$ cat src/rtl/lamp_seq_pkg.sv
// Shared types and encodings for the N-lamp sequencer.
// The reserved mode encoding is folded onto rotate here, so the datapath only sees three modes.
package lamp_seq_pkg;

    typedef enum logic [1:0] {
        IDLE = 2'd0,
        RUN  = 2'd1,
        HOLD = 2'd2
    } state_t;

    localparam logic [1:0] MODE_ROTATE = 2'd0;
    localparam logic [1:0] MODE_BOUNCE = 2'd1;
    localparam logic [1:0] MODE_FILL   = 2'd2;

    localparam logic DIR_UP   = 1'b0;
    localparam logic DIR_DOWN = 1'b1;

    function automatic logic [1:0] eff_mode(input logic [1:0] m);
        return (m == MODE_BOUNCE || m == MODE_FILL) ? m : MODE_ROTATE;
    endfunction

endpackage

$ cat src/rtl/lamp_sequencer_step_timer.sv
// Step timer: counts RUN clocks and strobes tick on the last clock of each step period.
module step_timer #(
    parameter int STEP_CYCLES = 1
) (
    input  logic Clock,
    input  logic Reset,
    input  logic run,
    input  logic clear,
    output logic tick
);

    localparam int TW = (STEP_CYCLES > 1) ? $clog2(STEP_CYCLES) : 1;
    localparam logic [TW-1:0] LAST = TW'(STEP_CYCLES - 1);

    logic [TW-1:0] r_count;

    assign tick = run && (r_count == LAST);

    always_ff @(posedge Clock or posedge Reset) begin
        if (Reset) begin
            r_count <= '0;
        end else if (clear) begin
            r_count <= '0;
        end else if (run) begin
            r_count <= tick ? '0 : r_count + TW'(1);
        end
    end

endmodule

$ cat src/rtl/lamp_sequencer.sv
// N-lamp sequencer: IDLE (all on), RUN (rotate/bounce/fill pointer), HOLD (all off, frozen).
// Every output decodes from registers only, so lamps follow the inputs with one clock of latency.
module lamp_sequencer
    import lamp_seq_pkg::*;
#(
    parameter int N_LAMPS     = 4,
    parameter int STEP_CYCLES = 1,
    localparam int PW         = (N_LAMPS > 1) ? $clog2(N_LAMPS) : 1
) (
    input  logic               Clock,
    input  logic               Reset,
    input  logic               i,
    input  logic               s,
    input  logic               dir,
    input  logic [1:0]         mode,
    output logic [N_LAMPS-1:0] lamps,
    output logic [PW-1:0]      pos,
    output logic               wrap
);

    localparam logic [PW-1:0] LAST = PW'(N_LAMPS - 1);

    state_t        r_state;
    state_t        w_next_state;
    logic [PW-1:0] r_pos;
    logic [PW-1:0] w_pos_nxt;
    logic          r_bdir;
    logic          w_bdir_eff;
    logic          w_bdir_nxt;
    logic          r_prev_bounce;
    logic          r_fill;
    logic          r_wrap;
    logic          w_wrap_nxt;
    logic          w_tick;
    logic          w_run;
    logic          w_clear;
    logic          w_bounce;
    logic [1:0]    w_mode;

    assign w_run   = (r_state == RUN);
    assign w_clear = (r_state == IDLE);

    step_timer #(
        .STEP_CYCLES(STEP_CYCLES)
    ) u_step_timer (
        .Clock(Clock),
        .Reset(Reset),
        .run  (w_run),
        .clear(w_clear),
        .tick (w_tick)
    );

    always_ff @(posedge Clock or posedge Reset) begin
        if (Reset) begin
            r_state <= IDLE;
        end else begin
            r_state <= w_next_state;
        end
    end

    always_comb begin
        w_next_state = r_state;
        lamps        = '0;
        if (!i) begin
            w_next_state = IDLE;
        end else if (s) begin
            w_next_state = HOLD;
        end else begin
            w_next_state = RUN;
        end

        case (r_state)
            IDLE: lamps = '1;
            RUN: begin
                for (int j = 0; j < N_LAMPS; j++) begin
                    lamps[j] = r_fill ? (j <= int'(r_pos)) : (j == int'(r_pos));
                end
            end
            default: lamps = '0;
        endcase
    end

    always_comb begin
        w_mode   = eff_mode(mode);
        w_bounce = (w_mode == MODE_BOUNCE);

        // Entering bounce picks the direction that leads away from the current end.
        w_bdir_eff = r_bdir;
        if (w_bounce && !r_prev_bounce) begin
            w_bdir_eff = (r_pos == LAST) ? DIR_DOWN : DIR_UP;
        end

        w_pos_nxt  = r_pos;
        w_bdir_nxt = w_bounce ? w_bdir_eff : r_bdir;
        w_wrap_nxt = 1'b0;

        if (w_tick) begin
            if (N_LAMPS == 1) begin
                w_pos_nxt  = '0;
                w_wrap_nxt = 1'b1;
            end else if (w_bounce) begin
                if (w_bdir_eff == DIR_UP) begin
                    w_pos_nxt = r_pos + PW'(1);
                    if (w_pos_nxt == LAST) begin
                        w_bdir_nxt = DIR_DOWN;
                        w_wrap_nxt = 1'b1;
                    end
                end else begin
                    w_pos_nxt = r_pos - PW'(1);
                    if (w_pos_nxt == '0) begin
                        w_bdir_nxt = DIR_UP;
                        w_wrap_nxt = 1'b1;
                    end
                end
            end else if (dir == DIR_UP) begin
                if (r_pos == LAST) begin
                    w_pos_nxt  = '0;
                    w_wrap_nxt = 1'b1;
                end else begin
                    w_pos_nxt = r_pos + PW'(1);
                end
            end else begin
                if (r_pos == '0) begin
                    w_pos_nxt  = LAST;
                    w_wrap_nxt = 1'b1;
                end else begin
                    w_pos_nxt = r_pos - PW'(1);
                end
            end
        end
    end

    // Mode history is sampled every clock so bounce entry and fill decode track the last applied mode.
    always_ff @(posedge Clock or posedge Reset) begin
        if (Reset) begin
            r_pos         <= '0;
            r_bdir        <= DIR_UP;
            r_prev_bounce <= 1'b0;
            r_fill        <= 1'b0;
            r_wrap        <= 1'b0;
        end else begin
            r_pos         <= w_pos_nxt;
            r_bdir        <= w_bdir_nxt;
            r_prev_bounce <= (mode == MODE_BOUNCE);
            r_fill        <= (mode == MODE_FILL);
            r_wrap        <= w_wrap_nxt;
        end
    end

    assign pos  = r_pos;
    assign wrap = r_wrap;

endmodule

$ cat config.mk
export PLATFORM = sky130hd
export DESIGN_NAME = lamp_sequencer
export DESIGN_NICKNAME = d
export VERILOG_FILES = /design/src/rtl/lamp_seq_pkg.sv /design/src/rtl/lamp_sequencer_step_timer.sv /design/src/rtl/lamp_sequencer.sv
export SDC_FILE = /design/constraint.sdc
export NUM_CORES = 1
export LEC_CHECK = 0
export CORE_UTILIZATION = 40
export CTS_CLUSTER_SIZE = 25
export DETAILED_ROUTE_END_ITERATION = 10
export GPL_ROUTABILITY_DRIVEN = 0
export GPL_TIMING_DRIVEN = 0
export PLACE_DENSITY = 0.77
export SKIP_CTS_REPAIR_TIMING = 1
export SLEW_MARGIN = 20
export SYNTH_ARGS = -nofsm -noshare
export SYNTH_HDL_FRONTEND = slang
export SYNTH_SLANG_ARGS = --single-unit
$ cat constraint.sdc
create_clock -name Clock -period 4.93 [get_ports Clock]
set_clock_uncertainty 0.15 [all_clocks]
set_input_delay 1.2325 -clock Clock [delete_from_list [all_inputs] [get_ports Clock]]
set_output_delay 1.2325 -clock Clock [all_outputs]
set_load 0.1 [all_outputs]
## Yosys cells after proc, flatten, opt, wreduce, memory -nomap -nowiden

Cells that the tools add are included.

- Add/sub/neg operators: 3
- $lt $le $gt $ge: 3
- Equal/unequal tests: 9
- Multiplexer cells: 31
- Bitwise operators: 1
- Reduce and logical (&&, ||, !) cells: 9

Operators by type and width:

| kind | number |
|---|---|
| 2-to-1 mux 1 bit | 22 |
| 2-to-1 mux 2 bit | 8 |
| zero test 2 bit | 4 |
| case mux 4 bit (2 select lines) | 1 |
| == test 2 x 1 -> 1 bit, second input constant | 3 |
| == test 2 bit, second input constant | 3 |
| == test 2 bit, first input constant | 2 |
| <= comparator 2 bit, first input constant | 2 |
| adder 2 x 1 -> 2 bit, second input constant | 1 |
| == test 1 x 2 -> 1 bit, first input constant | 1 |
| <= comparator 1 x 2 -> 1 bit, first input constant | 1 |
| logical AND 1 bit | 2 |
| nonzero test 2 bit | 1 |
| subtractor 2 x 1 -> 2 bit, second input constant | 1 |
| adder 1 bit, second input constant | 1 |
| zero test 1 bit | 1 |
| logical OR 1 bit | 1 |
| inverter 1 bit | 1 |

- Register bits after elaboration: 9
- Input port bits: 7
- Output and inout bits: 7
- Word-level logic and storage cells: 63

## Logic depth before layout (Yosys ltp)

- Depth after elaboration: 11
- Depth in mapped cells: 6

## Hierarchy

Synthesis repeated with hierarchy kept, for this count alone.

- Cells, all modules: 56
- Area total of the unflattened synthesis: 528.0 um^2

Modules (own cells, without submodules):

| module | instances | cells each | area an instance (um^2) | seq. area each (um^2) |
|---|---|---|---|---|
| lamp_sequencer | 1 | 52 | 478.0 | 200.2 |
| step_timer | 1 | 4 | 50.0 | 25.0 |

## Worst setup path after synthesis

No wires, ideal clock.

- Path type: register -> output
- From: register r_pos[1], in the netlist pos[1]
- To: output lamps[2]
- Data arrival time: 2.989 ns
- Data required time: 3.548 ns
- Setup slack: 0.558 ns
- Cell stages (with the launch flop): 4
- Path buffers: 0
- Cells stage by stage: dfrtp_1 > ha_1 > inv_1 > a31oi_1

- Cells in the longest elaborated chain, start to end: 3

RTL lines:

| item | line | RTL |
|---|---|---|
| from (decl) | lamp_sequencer.sv:25 | `logic [PW-1:0] r_pos;` |
| from (signal assigned) | lamp_sequencer.sv:142 | `r_pos <= w_pos_nxt;` |
| <= comparator 2 bit / == test 2 bit (equally long branches) | lamp_sequencer.sv:76 | `lamps[j] = r_fill ? (j <= int'(r_pos)) : (j == int'(r_pos));` |
| 2-to-1 mux 1 bit * | lamp_sequencer.sv:76 |  |
| case mux 4 bit (2 select lines) * | lamp_sequencer.sv:72 | `case (r_state)` |
| to (decl) | lamp_sequencer.sv:16 | `output logic [N_LAMPS-1:0] lamps,` |

Mark *: on every way between the ends. The rest lies on a longest branch, timed or not.

## Worst setup path after layout

- From: register r_pos[0], in the netlist pos[0]
- To: output lamps[2]

Same word-level chain as after synthesis.

==> impl_metrics.yaml <==
run_status:
  run_status: "completed"
worst_setup_path:
  path_class: "reg2out"
  crit_fanout: 7
  crit_required_ns: 3.55
  end_kind: "output port"
  crit_arrival_ns: 2.35
  worst_setup_path_start_kind: "flop"
synthesis:
  ys_top_cells_by_area: "dfrtp_1 (43%), ha_1 (9.6%), a21oi_1 (4.8%), o21ai_1 (3.8%), a31oi_1 (3.6%)"
  yosysSeqAreaShare_pct: 43.2
  syn_area_per_cell_sq_um: 10.0
  ys.flop_type: "dfrtp_1"
  synth_top_cell_by_area: "dfrtp_1"
  yosys-top-cells-count: "dfrtp_1 (9), a21oi_1 (5), inv_1 (5), nand2_1 (5)"
  synth.distinct_cells: 21
  synth-edff-count: 0
  ys_seq_elements: 9
  synth_area_sq_um: 522
  yosysMostFrequentCell: "dfrtp_1"
  async_flop_share_pct: 100
  syn-instance-count: 52
  yosys_warnings: 0
  synth_nets: 63
  synth_top_area_share_pct: 43.2
cts:
  cts_tree: "built"
  cts_buffer_depth: 2
  root_buffer: "clkbuf_4"
  cts_buffers: 3
  clk_pin_slew_ns: 0.06
  clock-sinks: 9
  clk_latency_ns: 0.25
  htreeDepth: 1
power_and_ir_drop:
  power.leakage_nw: 0.319
  internal_power_w: 0.000182
  p_sw_w: 0.000187
  power_frac_seq_pct: 27.9
  p_sw_share_pct: 50.8
  power_density_nw_per_um2: 531
  p_clk_share_pct: 14.7
  ir_drop_mv: 0.259
  power_frac_comb_pct: 57.4
sta:
  hold_viol: 0
  slew_viol_final: 0
  fin_crit_sh_pct: 75.8
  worst_slew_pin_slew_ns: 0.971
  rsz0062_at_grt: "no"
  fmax_mhz: 268
  tns_ns: 0
  slew_headroom_pct: 35.0
  fin_crit_ns: 3.73
  setup_viol: 0
global_route:
  antenna_found_initial: 0
  grt_pass1_vias: 376
  grt_max_degree: 10
  grt-ovfl-total: 0
  grt_pass1_wl_um: 1590
  track_usage_pct: 16.5
placed_design:
  dpl-instance-area_sq_um: 669
  dp_hpwl_um: 754
  io_buffers: 13
final_layout:
  diodes: 0
  final_layout_size_suffix_gt1_share_pct: 11.6
  final_net_count: 81
  finalInstanceArea_sq_um: 696
  fill_cells: 102
  multi_input_area_sq_um: 267
  seq_area_sq_um: 225
  syn2layout_area_growth_pct: 33.3
worst_hold_path:
  hold_path_class: "reg2reg"
detailed_routing:
  vias: 412
  drtIter0Drc: 8
  drt-wirelength-per-cell_um: 11.3
  drt-total-wl_um: 941
  first_pass_iters: 3
  postRouteAntennaNets: 0
  drcViolationCount: 0
  via_per_inst: 4.96
floorplan:
  fp.dieW_um: 38.1
  core_sq_um: 1160
  dieArea_sq_um: 1450
  start_util_pct: 45.1
  die_h_um: 38.1
  rows: 12
  io_pins: 14
job:
  cap_violations: 0
## final timing paths
| kind | to | from | depth (start not counted) | slack [ns] |
|---|---|---|---|---|
| min in group asynchronous | wrap | Reset | 2 | 1.08 |
| worst max-delay path | lamps[2] | pos[0] | 5 | 1.20 |
| max in group asynchronous | pos[1] | Reset | 2 | 3.30 |
| worst min-delay path | u_step_timer.r_count | u_step_timer.r_count | 1 | 0.40 |
| worst max register to register | pos[1] | pos[0] | 5 | 3.20 |
| worst min register to register | u_step_timer.r_count | u_step_timer.r_count | 1 | 0.40 |
## area by class of cell
cell class              count  area share [%]
plain buffers               1            1.62
repair buffers             13            18.7
well taps                  14            2.52
clock buffers               4            3.78
flip-flops and latches      9            32.4
inverters                   5            2.70
multi-input cells          37            38.3
## metal layers
metal	global-route usage [%]	wire length (um)	share of wire, %
met5	0	0	0
met1	24.1	466	50
met2	22.9	443	47
met3	3.49	31	3.3
met4	8.04	0	0
## cells in the final DEF, fill, tap and decap left out
| master | n |
|---|---|
| clkdlybuf4s50_1 | 13 |
| and2_1 | 2 |
| nand2_1 | 5 |
| ha_1 | 4 |
| a21oi_1 | 5 |
| clkbuf_4 | 3 |
| a41oi_1 | 1 |
| nor2_1 | 3 |
| a31oi_1 | 3 |
| nor2b_2 | 1 |
| o21ai_1 | 4 |
| clkbuf_1 | 1 |
| mux2_4 | 1 |
| nor2b_1 | 1 |
| mux2i_1 | 1 |
| dfrtp_1 | 9 |
| buf_6 | 1 |
| nor3b_4 | 1 |
| nor3b_1 | 1 |
| nand2b_1 | 1 |
| inv_1 | 5 |
| and2b_2 | 1 |
| mux2_1 | 1 |
| xor2_1 | 1 |
## kinds of logic (layout without fill, tap and decap cells)
| family | Yosys count | after routing | share of synthesized area [%] |
|---|---|---|---|
| flip-flops | 9 | 9 | 43.2 |
| AND/OR/NAND/NOR | 16 | 16 | 18.9 |
| XOR/XNOR | 1 | 1 | 1.68 |
| buffers and inverters | 6 | 23 | 5.76 |
| multiplexers | 3 | 3 | 6.95 |
| adder cells (fa/ha/maj) | 4 | 4 | 9.59 |
| AO/OA/AOI/OAI | 13 | 13 | 13.9 |
## power groups by stage
stage	combinational, W	sequential (W)	clock (W)
after floorplan	0.000109	0.000158	0
after global placement	0.000208	0.000103	0
after detailed placement	0.000211	0.000104	0
after CTS	0.000212	0.000103	0.0000568
after global routing	0.000228	0.000105	0.0000606
final	0.000212	0.000103	0.0000542
## worst max-delay path, cell delays in order, from the launching register on
cell,delay (ns)
dfrtp_1,0.45
inv_1,0.11
ha_1,0.18
inv_1,0.07
a31oi_1,0.15
clkdlybuf4s50_1,1.15
## stage by stage
| stage | cells | setup WS (ns) | total power (W) | hold slack [ns] | utilization [%] |
|---|---|---|---|---|---|
| floorplan | 52 | 0.558 | 0.000267 | 0.368 | - |
| global placement | 79 | 1.49 | 0.000312 | 0.383 | 57.9 |
| detailed placement | 79 | 1.44 | 0.000315 | 0.390 | 57.9 |
| CTS | 83 | 1.16 | 0.000372 | 0.406 | 60.2 |
| global route | 83 | 1.07 | 0.000394 | 0.443 | 60.2 |
| finish | 83 | 1.20 | 0.000369 | 0.404 | 60.2 |
## registers in the layout, summed over array words and instances (netlist names)
signal                cells
r_state                   2
r_prev_bounce             1
r_bdir                    1
pos                       2
u_step_timer.r_count      1
wrap                      1
r_fill                    1
No activity file was read; power rests on OpenSTA's default activity.
